<file path="config.mk">
export PLATFORM = sky130hd
export DESIGN_NAME = fb_access_arbiter
export DESIGN_NICKNAME = d
export VERILOG_FILES = /design/src/rtl/fb_access_arbiter.sv
export SDC_FILE = /design/constraint.sdc
export NUM_CORES = 1
export LEC_CHECK = 0
export ABC_AREA = 1
export CORE_ASPECT_RATIO = 0.5
export CORE_MARGIN = 2
export CORE_UTILIZATION = 40
export DETAILED_ROUTE_END_ITERATION = 10
export PLACE_DENSITY = 0.75
export SKIP_CTS_REPAIR_TIMING = 1
export SYNTH_ARGS = -nofsm -noshare
export SYNTH_HDL_FRONTEND = slang
export SYNTH_SLANG_ARGS = --single-unit
</file>
<file path="constraint.sdc">
create_clock -name clk -period 2.3 [get_ports clk]
set_clock_uncertainty 0.05 [all_clocks]
set_input_delay 0.46 -clock clk [delete_from_list [all_inputs] [get_ports clk]]
set_output_delay 0.46 -clock clk [all_outputs]
set_load 0.03 [all_outputs]
</file>
<file path="src/rtl/fb_access_arbiter.sv">
// Framebuffer SRAM access arbiter: shares one single-port SRAM between the
// layer compositor (writes) and the VGA line prefetcher (reads). One access
// per cycle, registered SRAM pins, fixed-latency read return pipeline.
module fb_access_arbiter #(
   parameter int ADDR_W   = 19,
   parameter int DATA_W   = 24,
   parameter int FB_WORDS = 307200,
   parameter int SRAM_LAT = 2,
   parameter int RUN_MAX  = 8
) (
   input  logic              clk,
   input  logic              rst,
   input  logic              wr_req,
   input  logic [ADDR_W-1:0] wr_addr,
   input  logic [DATA_W-1:0] wr_data,
   output logic              wr_ack,
   input  logic              rd_req,
   input  logic [ADDR_W-1:0] rd_addr,
   input  logic              rd_urgent,
   output logic              rd_ack,
   output logic [DATA_W-1:0] rd_data,
   output logic              rd_valid,
   output logic              sram_en,
   output logic              sram_we,
   output logic [ADDR_W-1:0] sram_addr,
   output logic [DATA_W-1:0] sram_wdata,
   input  logic [DATA_W-1:0] sram_rdata,
   output logic              err_oob
);

   localparam int CNT_W = 8;
   localparam logic [ADDR_W-1:0] ADDR_LIMIT = ADDR_W'(FB_WORDS);
   localparam logic [CNT_W-1:0]  RUN_LIMIT  = CNT_W'(RUN_MAX);

   typedef enum logic [1:0] {
      OWN_NONE,
      OWN_RD,
      OWN_WR
   } owner_t;

   owner_t              owner_reg, owner_next;
   logic [CNT_W-1:0]    run_cnt_reg, run_cnt_next;
   logic                grant_rd, grant_wr;
   logic                run_open;
   logic                rd_oob, wr_oob;
   logic [SRAM_LAT:0]   pipe_valid_reg;
   logic [SRAM_LAT:0]   pipe_oob_reg;

   assign rd_oob   = (rd_addr >= ADDR_LIMIT);
   assign wr_oob   = (wr_addr >= ADDR_LIMIT);
   assign run_open = (run_cnt_reg < RUN_LIMIT);
   assign rd_ack   = grant_rd;
   assign wr_ack   = grant_wr;

   // Grant decision: urgency first, then sole requester, then run-length sharing.
   always_comb begin
      grant_rd = 1'b0;
      grant_wr = 1'b0;
      if (rd_req && rd_urgent) begin
         grant_rd = 1'b1;
      end else if (rd_req && !wr_req) begin
         grant_rd = 1'b1;
      end else if (wr_req && !rd_req) begin
         grant_wr = 1'b1;
      end else if (rd_req && wr_req) begin
         case (owner_reg)
            OWN_RD: begin
               if (run_open) grant_rd = 1'b1;
               else          grant_wr = 1'b1;
            end
            OWN_WR: begin
               if (run_open) grant_wr = 1'b1;
               else          grant_rd = 1'b1;
            end
            default: grant_rd = 1'b1;
         endcase
      end
   end

   // Next owner and run length; the run only counts while the other side waits.
   always_comb begin
      owner_next   = OWN_NONE;
      run_cnt_next = '0;
      if (grant_rd)      owner_next = OWN_RD;
      else if (grant_wr) owner_next = OWN_WR;
      if ((grant_rd && wr_req) || (grant_wr && rd_req)) begin
         if (owner_next != owner_reg) run_cnt_next = CNT_W'(1);
         else if (run_open)           run_cnt_next = run_cnt_reg + 1'b1;
         else                         run_cnt_next = run_cnt_reg;
      end
   end

   // Owner state register and run counter.
   always_ff @(posedge clk or negedge rst) begin
      if (!rst) begin
         owner_reg   <= OWN_NONE;
         run_cnt_reg <= '0;
      end else begin
         owner_reg   <= owner_next;
         run_cnt_reg <= run_cnt_next;
      end
   end

   // SRAM command pins; out-of-range accesses are acked but never reach the SRAM.
   always_ff @(posedge clk or negedge rst) begin
      if (!rst) begin
         sram_en    <= 1'b0;
         sram_we    <= 1'b0;
         sram_addr  <= '0;
         sram_wdata <= '0;
      end else begin
         sram_en <= (grant_rd && !rd_oob) || (grant_wr && !wr_oob);
         sram_we <= grant_wr && !wr_oob;
         if (grant_wr && !wr_oob) begin
            sram_addr  <= wr_addr;
            sram_wdata <= wr_data;
         end else if (grant_rd && !rd_oob) begin
            sram_addr  <= rd_addr;
         end
      end
   end

   // Sticky out-of-range flag, cleared only by reset.
   always_ff @(posedge clk or negedge rst) begin
      if (!rst) begin
         err_oob <= 1'b0;
      end else if ((grant_rd && rd_oob) || (grant_wr && wr_oob)) begin
         err_oob <= 1'b1;
      end
   end

   // Read tracking pipeline: stage k is the read issued k+1 cycles before sampling.
   always_ff @(posedge clk or negedge rst) begin
      if (!rst) begin
         pipe_valid_reg <= '0;
         pipe_oob_reg   <= '0;
      end else begin
         pipe_valid_reg <= {pipe_valid_reg[SRAM_LAT-1:0], grant_rd};
         pipe_oob_reg   <= {pipe_oob_reg[SRAM_LAT-1:0], grant_rd && rd_oob};
      end
   end

   // Read return: capture SRAM data (or zero for out-of-range reads) in order.
   always_ff @(posedge clk or negedge rst) begin
      if (!rst) begin
         rd_valid <= 1'b0;
         rd_data  <= '0;
      end else begin
         rd_valid <= pipe_valid_reg[SRAM_LAT];
         if (pipe_valid_reg[SRAM_LAT]) begin
            rd_data <= pipe_oob_reg[SRAM_LAT] ? '0 : sram_rdata;
         end
      end
   end

endmodule

</file>
==> results.sh <==
export IMPL_outcome="finished clean"
export IMPL_worst_pin_slew_ns=0.703
export IMPL_crit_type="in -> out"
export IMPL_port_buffers=163
export IMPL_slowest_stage="clkdlybuf4s50_1"
export IMPL_grt_busiest_layer="met2"
export IMPL_synth_top_cell_area_share_pct=57.7
export IMPL_cts_tree="yes"
export IMPL_finalCriticalPeriod_ns=2.18
export IMPL_initial_core_util_pct=42.0
export IMPL_rsz0062_at_grt="false"
export IMPL_p_leak_nw=2.72
export IMPL_max_cap_viol_count=0
export IMPL_setup_viol=0
export IMPL_slew_headroom_pct=53.1
export IMPL_critical_path_top_delay_family="buffers and inverters"
export IMPL_cp_start_kind="input port"
export IMPL_drt_total_wl_um=10000
export IMPL_vias_per_cell=4.69
export IMPL_r2r_start="owner_reg[1]$_DFF_PN0_"
export IMPL_crit_chain="clkdlybuf4s50_1, inv_1, buf_4, a21oi_1, nand2_4, inv_4, buf_4"
export IMPL_synth_most_common_cell="nand2_1"
export IMPL_dp_cells=685
export IMPL_crit_top_cell="buf_4"
export IMPL_met2_usage_pct=34.2
export IMPL_dieHeight_um=72.3
export IMPL_whs_ns=0.0613
export IMPL_startpoint="wr_req"
export IMPL_track_usage_pct=19.7
export IMPL_synth_area_leader_cell="dfrtp_1"
export IMPL_n_antenna_cell=0
export IMPL_numCtsBuffers=9
export IMPL_max_clock_freq_ghz=0.458
export IMPL_gr_usage_met1_pct=24.7
export IMPL_grt_max_degree=50
export IMPL_cp_num_buf_inv=5
export IMPL_coreArea_sq_mm=0.00889
export IMPL_use_met3_pct=4.29
export IMPL_syn_inst=409
export IMPL_grt_pass1_vias=3175
export IMPL_io_pins=164
export IMPL_ys_warn_count=0
export IMPL_biggestRegsByFlops="rd_data x24, sram_wdata x24, sram_addr x19"
export IMPL_max_stage_delay_ns=0.47
export IMPL_worstHoldPathType="in -> async"
export IMPL_htree_levels=3
export IMPL_die_w_um=141
export IMPL_cp_arrival_ns=1.67
export IMPL_final_max_slew_violation_count=0
export IMPL_finalNetCount=673
export IMPL_grt_ovfl_total=0
export IMPL_cts_max_path_buffers=2
export IMPL_synthFlopType="dfrtp_1"
export IMPL_hpwl_um=7160
export IMPL_clk_pin_slew_ns=0.06
export IMPL_fin_area_sq_mm=0.00589
export IMPL_drive_above_1_share_pct=10.3
export IMPL_setup_tns_ns=0
export IMPL_postPlaceCellArea_sq_mm=0.00557
export IMPL_cp_end_kind="primary output"
export IMPL_synth_nets=503
export IMPL_synth_edf_count=0
export IMPL_synth_seq_cells=86
export IMPL_core_rowCount=24
export IMPL_stdcell_count=701
export IMPL_drc_errors=0
export IMPL_globalplace_congestion=0.902
export IMPL_ir_drop_mv=0.449
export IMPL_synth_cell_types=30
export IMPL_totalPowerFinal_mw=4.83
export IMPL_yosys_top_cells_area="dfrtp_1, nand2_1, nand3_1"
export IMPL_drtPass1Iterations=4
export IMPL_crit_required_ns=1.79
export IMPL_power_density_mw_per_mm2=820
export IMPL_cts_root_buf="clkbuf_16"
export IMPL_antenna_left=0
export IMPL_syn_avg_cell_area_sq_um=9.12
export IMPL_antenna_found_initial=0
export IMPL_hold_viol=0
export IMPL_async_reset_ff_share_pct=100
export IMPL_routedWlPerCell_um=14.3
export IMPL_path_max_fanout=4
export IMPL_syn_area_sq_mm=0.00373
export IMPL_die_area_sq_mm=0.0102
export IMPL_grt_pass1_wl_um=15600
export IMPL_synth_seq_area_share_pct=57.7
export IMPL_drt_iter0_markers=173
export IMPL_vias=3290
export IMPL_cts_sinks=86
export IMPL_synth_common_cells="nand2_1, dfrtp_1, nand3_1"
export IMPL_finalCritPeriodShare_pct=94.9
export IMPL_insertion_delay_ns=0.34
export IMPL_area_growth_pct=57.9
==> metrics by stage <==
| stage | util (%) | worst slack (ns) |
|---|---|---|
| floorplan | - | 0.425 |
| global placement | 62.6 | -0.171 |
| detailed placement | 62.6 | -0.181 |
| CTS | 66.3 | -0.295 |
| global route | 66.3 | 0.0204 |
| finish | 66.3 | 0.117 |
==> cells by family after synthesis <==
group | synth area share [%]
multiplexers | 0.302
flip-flops | 57.7
AND/OR/NAND/NOR | 23.1
adder cells (fa/ha/maj) | 1.01
AO/OA/AOI/OAI | 9.23
buffers and inverters | 7.92
XOR/XNOR | 0.705
==> placed cells by master, fill, tap and decap left out, types with 4 or more instances in the layout <==
master,count
clkdlybuf4s50_1,160
nor2_2,4
buf_12,5
inv_2,4
a21oi_1,4
dfrtp_1,86
buf_4,14
nand3_1,48
nor2_1,21
inv_1,39
nand2_1,91
o21ai_0,31
nand2_2,4
clkbuf_16,9
o21ai_1,31
==> per-layer routing <==
metal  routed length [um]  share of wire (%)  vias to the layer above
met5                    0                  0                        -
met4                  159                1.6                        0
met3                  364                3.6                       14
met2                 5040                 50                       78
met1                 4440                 44                     1546
li1                     -                  -                     1652
==> layout make-up <==
cell class,instances,area (sq um)
sequential,86,2150
inverter,44,168
multi-input combinational,258,1290
timing repair buffer,180,1810
clock buffer,11,243
tap,117,146
clock inverter,5,81.3
fill,715,3000
==> path summary, 6_finish.rpt <==
path,to,slack (ns),cells after the start
worst min-delay path,run_cnt_reg[2]$_DFFE_PN0P_,0.06,1
worst max-delay path,wr_ack,0.12,7
min in group clk,pipe_valid_reg[2]$_DFF_PN0_,0.30,0
worst max register to register,run_cnt_reg[0]$_DFFE_PN0P_,0.38,10
worst min register to register,pipe_valid_reg[2]$_DFF_PN0_,0.30,0
max in group asynchronous,sram_wdata[22]$_DFFE_PN0P_,1.57,2
==> where the power goes <==
group          internal, mW  switching, mW
logic                 0.633          0.794
clock network         0.983          0.582
registers              1.73          0.112
==> worst reg2reg max path, stage by stage, from the launching register on <==
cell and delay, ns:
dfrtp_1 0.41, ha_1 0.30, nor3_2 0.19, nand3_2 0.10
nand2_2 0.08, buf_4 0.13, nand2_1 0.08, nand2_2 0.10
nand3_4 0.10, o21ai_0 0.22, inv_1 0.06
No activity file was read; power rests on OpenSTA's default activity.
